### src/rtl/frame_sync_pkg.sv
// ----------------------------------------------------------------------------
// frame_sync_pkg
// Shared definitions for the frame synchroniser: framing state encoding, the
// sync word and its length, and a small saturating counter helper.
// No ports (package).
// ----------------------------------------------------------------------------
package frame_sync_pkg;

    // Framing state machine encoding
    typedef enum logic [1:0] {
        HUNT   = 2'b00,
        VERIFY = 2'b01,
        LOCKED = 2'b10
    } sync_state_t;

    // Sync word that closes every frame, first transmitted bit is the MSB
    localparam int                  SYNC_LEN     = 5;
    localparam logic [SYNC_LEN-1:0] SYNC_PATTERN = 5'b10011;

    // 4-bit increment that sticks at all-ones instead of wrapping
    function automatic logic [3:0] sat_inc4(input logic [3:0] value);
        return (value == 4'hF) ? value : value + 4'd1;
    endfunction

endpackage

### src/rtl/seq_det_10011.sv
// ----------------------------------------------------------------------------
// seq_det_10011
// Overlapping Mealy detector for the sync word 10011. hit is combinational
// and rises on the accepted bit that completes the pattern.
//   clk    : clock
//   rst_n  : asynchronous active-low reset, clears the bit history
//   en     : the current in_bit is accepted (history advances only then)
//   in_bit : serial stream bit
//   hit    : last five accepted bits, including this one, equal 10011
// ----------------------------------------------------------------------------
module seq_det_10011
    import frame_sync_pkg::*;
(
    input  logic clk,
    input  logic rst_n,
    input  logic en,
    input  logic in_bit,
    output logic hit
);

    logic [SYNC_LEN-2:0] hist;

    // The pattern starts with a 1, so a cleared all-zero history can never
    // produce a false hit before enough real bits have arrived.
    assign hit = en && ({hist, in_bit} == SYNC_PATTERN);

    // Keep the last four accepted bits; idle cycles leave the history alone
    always_ff @(posedge clk or negedge rst_n) begin
        if (!rst_n) begin
            hist <= '0;
        end else if (en) begin
            hist <= {hist[SYNC_LEN-3:0], in_bit};
        end
    end

endmodule

### src/rtl/frame_sync_ctrl.sv
// ----------------------------------------------------------------------------
// frame_sync_ctrl
// Frame synchroniser for a serial stream of frames made of PAYLOAD_LEN payload
// bits followed by the 5-bit sync word 10011. Hunts for the sync word,
// verifies it at frame-aligned checkpoints, and once locked forwards payload
// bits with one cycle of latency. Lock survives up to MISS_CNT-1 consecutive
// bad sync words (flywheel).
//   clk         : clock
//   rst_n       : asynchronous active-low reset
//   in_valid    : in_bit is accepted on this edge
//   in_bit      : serial stream bit
//   out_valid   : one-cycle pulse, out_bit holds a payload bit
//   out_bit     : registered payload bit
//   frame_start : coincident with out_valid for payload bit 0
//   locked      : high while in LOCKED
//   sync_err    : one-cycle pulse on a frame-aligned sync miss
// ----------------------------------------------------------------------------
module frame_sync_ctrl
    import frame_sync_pkg::*;
#(
    parameter int PAYLOAD_LEN = 8,
    parameter int LOCK_CNT    = 2,
    parameter int MISS_CNT    = 2
) (
    input  logic clk,
    input  logic rst_n,
    input  logic in_valid,
    input  logic in_bit,
    output logic out_valid,
    output logic out_bit,
    output logic frame_start,
    output logic locked,
    output logic sync_err
);

    localparam int         FRAME_LEN = PAYLOAD_LEN + SYNC_LEN;
    localparam logic [7:0] LAST_POS  = 8'(FRAME_LEN - 1);
    localparam logic [7:0] PAY_END   = 8'(PAYLOAD_LEN);
    localparam logic [3:0] LOCK_LIM  = 4'(LOCK_CNT);
    localparam logic [3:0] MISS_LIM  = 4'(MISS_CNT);

    sync_state_t state;
    logic [7:0]  pos;
    logic [3:0]  hit_cnt;
    logic [3:0]  miss_cnt;
    logic        hit;
    logic        checkpoint;
    logic [7:0]  pos_next;
    logic [3:0]  hit_inc;
    logic [3:0]  miss_inc;

    seq_det_10011 u_det (
        .clk    (clk),
        .rst_n  (rst_n),
        .en     (in_valid),
        .in_bit (in_bit),
        .hit    (hit)
    );

    // pos is the frame position of the bit being accepted now; the last sync
    // bit of a frame sits at the checkpoint, after which pos wraps to 0.
    assign checkpoint = (pos == LAST_POS);
    assign pos_next   = checkpoint ? 8'd0 : pos + 8'd1;
    assign hit_inc    = sat_inc4(hit_cnt);
    assign miss_inc   = sat_inc4(miss_cnt);

    // Framing FSM with registered outputs. Everything advances only on
    // accepted bits. Payload output is decided by the state the bit was
    // accepted in, so a bit already registered is still delivered when lock
    // is lost on a later checkpoint. A checkpoint miss that drops to HUNT
    // does not re-arm on that bit; the detector simply keeps it in history.
    always_ff @(posedge clk or negedge rst_n) begin
        if (!rst_n) begin
            state       <= HUNT;
            pos         <= 8'd0;
            hit_cnt     <= 4'd0;
            miss_cnt    <= 4'd0;
            out_valid   <= 1'b0;
            out_bit     <= 1'b0;
            frame_start <= 1'b0;
            locked      <= 1'b0;
            sync_err    <= 1'b0;
        end else begin
            out_valid   <= 1'b0;
            frame_start <= 1'b0;
            sync_err    <= 1'b0;
            if (in_valid) begin
                if (state == LOCKED && pos < PAY_END) begin
                    out_valid   <= 1'b1;
                    out_bit     <= in_bit;
                    frame_start <= (pos == 8'd0);
                end
                case (state)
                    HUNT: begin
                        if (hit) begin
                            pos     <= 8'd0;
                            hit_cnt <= 4'd1;
                            if (LOCK_LIM == 4'd1) begin
                                state    <= LOCKED;
                                locked   <= 1'b1;
                                miss_cnt <= 4'd0;
                            end else begin
                                state <= VERIFY;
                            end
                        end
                    end
                    VERIFY: begin
                        pos <= pos_next;
                        if (checkpoint) begin
                            if (hit) begin
                                hit_cnt <= hit_inc;
                                if (hit_inc == LOCK_LIM) begin
                                    state    <= LOCKED;
                                    locked   <= 1'b1;
                                    miss_cnt <= 4'd0;
                                end
                            end else begin
                                state    <= HUNT;
                                sync_err <= 1'b1;
                            end
                        end
                    end
                    LOCKED: begin
                        pos <= pos_next;
                        if (checkpoint) begin
                            if (hit) begin
                                miss_cnt <= 4'd0;
                            end else begin
                                sync_err <= 1'b1;
                                miss_cnt <= miss_inc;
                                if (miss_inc == MISS_LIM) begin
                                    state  <= HUNT;
                                    locked <= 1'b0;
                                end
                            end
                        end
                    end
                    default: begin
                        state  <= HUNT;
                        locked <= 1'b0;
                    end
                endcase
            end
        end
    end

endmodule

### config.mk
export PLATFORM = sky130hd
export DESIGN_NAME = frame_sync_ctrl
export DESIGN_NICKNAME = d
export VERILOG_FILES = /design/src/rtl/frame_sync_pkg.sv /design/src/rtl/seq_det_10011.sv /design/src/rtl/frame_sync_ctrl.sv
export SDC_FILE = /design/constraint.sdc
export NUM_CORES = 1
export LEC_CHECK = 0
export BUFFER_PORTS_ARGS = -buffer_cell sky130_fd_sc_hd__buf_2
export CORE_MARGIN = 1.5
export CORE_UTILIZATION = 35
export DETAILED_ROUTE_END_ITERATION = 8
export GPL_ROUTABILITY_DRIVEN = 0
export PLACE_DENSITY = 0.48
export SETUP_SLACK_MARGIN = 0.5
export SYNTH_ARGS = -nofsm -noshare
export SYNTH_HDL_FRONTEND = slang
export SYNTH_SLANG_ARGS = --single-unit
export TNS_END_PERCENT = 1
### constraint.sdc
create_clock -name clk -period 2.05 [get_ports clk]
set_input_delay 0.205 -clock clk [delete_from_list [all_inputs] [get_ports clk]]
set_output_delay 0.205 -clock clk [all_outputs]
set_load 0.01 [all_outputs]
; Yosys cells after proc, flatten, opt, wreduce, memory -nomap -nowiden
; Cells that the tools add are included.
; W data, S select, Z words.
[totals]
ff_bits = 27
input_bits = 4
output_inout_bits = 5
word_cells = 83
[op_classes]
addsub = 3
order_cmp = 1
n_eq_ne = 16
mux = 38
bitwise_logic = 1
n_reduce_logical = 14
[ops]
columns = op, n
row1 = $mux W4, 10
row2 = $mux W8, 2
row3 = $pmux W4 S2, 2
row4 = $pmux W8 S2, 1
row5 = $mux W1, 14
row6 = $mux W2, 7
row7 = $ne A2 B2 Y1 const B, 6
row8 = $add A4 B1 Y4 const B, 2
row9 = $add A8 B1 Y8 const B, 1
row10 = $eq A4 B2 Y1 const B, 2
row11 = $eq A4 B4 Y1 const B, 2
row12 = $eq A8 B4 Y1 const B, 1
row13 = $logic_not A8 Y1, 1
row14 = $lt A8 B4 Y1 const B, 1
row15 = $reduce_and A8 Y1, 1
row16 = $reduce_and A7 Y1, 1
row17 = $pmux W2 S3, 1
row18 = $reduce_and A6 Y1, 1
row19 = $reduce_bool A2 Y1, 3
row20 = $eq A5 B5 Y1 const B, 1
row21 = $reduce_and A5 Y1, 1
row22 = $ne A3 B3 Y1 const B, 1
row23 = $pmux W1 S3, 1
row24 = $reduce_and A3 Y1, 1
row25 = 8 further kinds, 9

; Logic depth before layout (Yosys ltp)
[depth]
depth_word = 7
mapped_depth = 8
depth_no_buf = 7

; Modules after synthesis
; From an unflattened synthesis, not the netlist that was laid out.
[hier_totals]
hier_cells = 160
area_unflattened_um2 = 1585.3
[by_module_without_submodules]
columns = module, instances, cells_each, area_per_inst_um2, seq_area_each_um2
row1 = frame_sync_ctrl, 1, 150, 1423.9, 575.6
row2 = seq_det_10011, 1, 10, 161.4, 100.1

; Least setup slack after synthesis
; No wires, ideal clock.
[synth_timing]
path_kind = flip-flop to flip-flop
startpoint = register pos[4]
endpoint = register state[0]
arrival_ns = 1.776
t_required_ns = 1.963
slack_ns = 0.187
path_stages_with_launch = 6
period_less_slack_ns = 1.863
path_cell_list = dfrtp_1 -> or4_4 -> nor2_4 -> inv_2 -> or4_1 -> a22oi_1
[synth_between]
elab_chain_len = 3
elab_cells_between_ends = 4
[synth_rtl]
columns = item, line_no
row1 = "start, declared", frame_sync_ctrl.sv:43  ; logic [7:0] pos;
row2 = "start signal, assigned", frame_sync_ctrl.sv:108  ; pos <= pos_next;
row3 = "start signal, assigned", frame_sync_ctrl.sv:124  ; pos <= pos_next;
row4 = $eq A8 B4 Y1 (*), frame_sync_ctrl.sv:62  ; assign checkpoint = (pos == LAST_POS);
row5 = $ne A2 B2 Y1 (no source line), --
row6 = $reduce_and A7 Y1 (no source line) (*), --
row7 = "end signal, assigned", frame_sync_ctrl.sv:74  ; state <= HUNT;
row8 = "end signal, assigned", frame_sync_ctrl.sv:99  ; state <= LOCKED;
row9 = "end signal, assigned", frame_sync_ctrl.sv:103  ; state <= VERIFY;
row10 = "end, declared", frame_sync_ctrl.sv:42  ; sync_state_t state;
; Every way passes the cells marked *; elsewhere a longest branch is shown, timed or not.
; A chain may end at the register's enable or synchronous reset.

; Worst setup path in the final report
; Same ends and word-level chain as after synthesis.

==> metrics <==
starting density of the core=35.94%; Cell variety after synth=43; Crit. End Element=flip-flop; Core ar.=0.004324 mm^2; Psw=726.7 uW; Tcrit/Tclk final=93.28%; Hold Crit Class=input port to flip-flop; clock latency on the worst-skew pair=0.28 ns; combinational share of power=42.7%; Final nets=204; Hold Violations, Final=0; grt peak-use layer=met2; CTS sink count=27; CP max stage delay=0.60 ns; H-tree depth=1; Die Area=0.004849 mm^2; PortBufs=8; most frequent cells in the layout=dfrtp_1 (27), o21ai_0 (16), buf_4 (14); status=complete, no violations; Max IR drop VDD=0.3649 mV; Tmin final=1.912 ns; Sw Ratio=39.23%; Syn Nets=179; met1 global-route usage=20.61%; Mapped Cells=166; largest net degree at the start of global routing=28; number of synthesized flops with an enable pin=0; met3 Resource Use GR=1.890%; CTS Root Cell=clkbuf_8; fin worst setup slack=0.1377 ns; met2 global-route usage=25.96%; CP Cell Sequence=or4_4 > nor2_4 > inv_2 > or4_4 > a22oi_2; worst slew pin tran=0.6333 ns; Clk pwr share=16.9%; CP Max Fanout=5; hpwl dp=2555 um; mean post-synth cell area=9.361 um^2; wire per inst=14.85 um; vias in the first global route=1,330; CTS tree=done; total CTS buffers=3; drt total wl=3593 um; Power Total=1.852 mW; Avg Vias per Cell=5.339; Flop pwr share=40.4%; Pint=1.126 mW; n_diodes=0; Setup WS pre-CTS=0.1415 ns; synthesized area=0.001554 mm^2; total gr overflow=0; Worst setup SP type=flip-flop; Slew Limit Fails=0; most used cell, CP=or4_4; WHS=0.1797 ns; Top Ports=9; TNS Setup=0 ns; layout cells sized above 1=26.84%; maximum clock path buffer count=2; Crit-path slowest cell=or4_4; Worst-path clk slew=0.10 ns; RSZ-0062 raised after global routing=yes; WP data arrival=2.12 ns; leakage dissipation=0.7869 nW; Die Y=69.64 um; top_reg_cell synth=dfrtp_1; Worst Clk Skew=0.01025 ns; Residual DRC=0; max cap viols=0; Yosys reg bits=27; Slew HR=57.78%; critical path class=flip-flop to flip-flop; first-pass GRT wire length=6037 um; Final ANT Viol Nets=0; GRT Util Overall=15.26%; YS warnings=0; FFs w/ async S/R, synth=100.0%; sequential area share after synthesis=43.48%; drt pass-1 iters=6; initial antenna violation count=0; Die Width=69.64 um; Fmax=0.5229 GHz; most common cell after layout, fill and taps aside=dfrtp_1; Worst Path Required=2.25 ns; vias=1,292; setup violators final=0; Row Count=24; Synth-to-Final Area Change=21.74%; P per Cell Area=979.1 mW/mm^2; Detailed Route Iter0 Violations=50
==> cell type report <==
class	count	area [um^2]
repair buffers	23	155.1
flip-flops and latches	27	675.6
clock inverters	1	7.507
well taps	52	65.06
clock buffers	3	41.29
fillers	434	2432
inverters	10	37.54
multi-input cells	126	909.6
==> power groups by stage <==
stage	Clock [mW]	Combinational [mW]	Sequential, mW
4_1_cts	0.335	0.726	0.736
5_1_grt	0.349	0.887	0.767
6_report	0.313	0.791	0.747
3_5_place_dp	0	0.687	0.753
3_3_place_gp	0	0.670	0.750
2_1_floorplan	0	0.449	0.748
==> cells by family after synthesis <==
| family | after synthesis | share of synthesized area (%) |
|---|---|---|
| buffers and inverters | 13 | 3.220 |
| DFF | 27 | 43.48 |
| AOI/OAI and AO/OA | 52 | 21.18 |
| adders and majority gates | 9 | 7.247 |
| xor gates and xnor gates | 1 | 0.5637 |
| muxes | 6 | 4.267 |
| and+or+nand+nor | 58 | 20.05 |
==> registers in the layout (all words and copies together) (netlist names) <==
register	count
sync_err	1
out_valid	1
state	2
hit_cnt	4
u_det.hist	4
locked	1
out_bit	1
frame_start	1
pos	8
miss_cnt	4
==> critical path: cells and delay by family, from the launching register on <==
family | cells | cell delay (ns)
buffers and inverters | 1 | 0.08
AO/OA/AOI/OAI | 1 | 0.15
flip-flops | 1 | 0.40
AND/OR/NAND/NOR | 3 | 1.21
==> per-stage QoR <==
step                std cells  utilization [%]  area (um^2)
floorplan                 166                -         1558
global placement          230            39.38         1703
detailed placement        230            39.38         1703
CTS                       240            41.84         1809
global route              242            43.75         1892
finish                    242            43.75         1892
==> Yosys cell counts, types with 3 or more instances <==
cell type / instances / area (um^2)
o21ai_0: 17 / 85.08
mux2_2: 5 / 56.30
dfrtp_1: 27 / 675.7
nor2b_1: 4 / 25.02
nand2b_1: 5 / 31.28
nand2_1: 13 / 48.80
nor2_1: 10 / 37.54
inv_1: 9 / 33.78
o31ai_1: 6 / 45.04
o211ai_1: 3 / 22.52
nor3_1: 3 / 15.01
nand3_1: 8 / 40.04
a21oi_1: 6 / 30.03
ha_1: 9 / 112.6
and2_1: 3 / 18.77
o21ai_1: 5 / 25.02
==> repair_timing <==
item | CTS | global route
hold buffers | 1 | 0
pin swaps | 2 | 5
hold endpoints to repair | 27 | 0
setup buffers | 5 | 2
resized for setup | 2 | 15
gates cloned | 0 | 0
endpoints found under the setup margin | 21 | 23
==> metal layers <==
layer  wire length (um)  vias up  share of wire (%)
li1                   -      662                  -
met2               1727       15                 48
met5                  0        -                  0
met1               1774      613                 49
met4                 26        0               0.72
met3                 65        2                1.8
==> final timing paths <==
kind / startpoint / to / slack [ns] / cells after the start
max in group asynchronous: rst_n / pos[2] / 1.16 / 2
min: in_bit / u_det.hist[0] / 0.18 / 2
max reg2reg: pos[4] / state[0] / 0.14 / 5
min reg2reg: pos[7] / pos[7] / 0.50 / 1
max: pos[4] / state[0] / 0.14 / 5
min in group asynchronous: rst_n / hit_cnt[2] / 0.47 / 2
(Power assumes the default switching activity.)
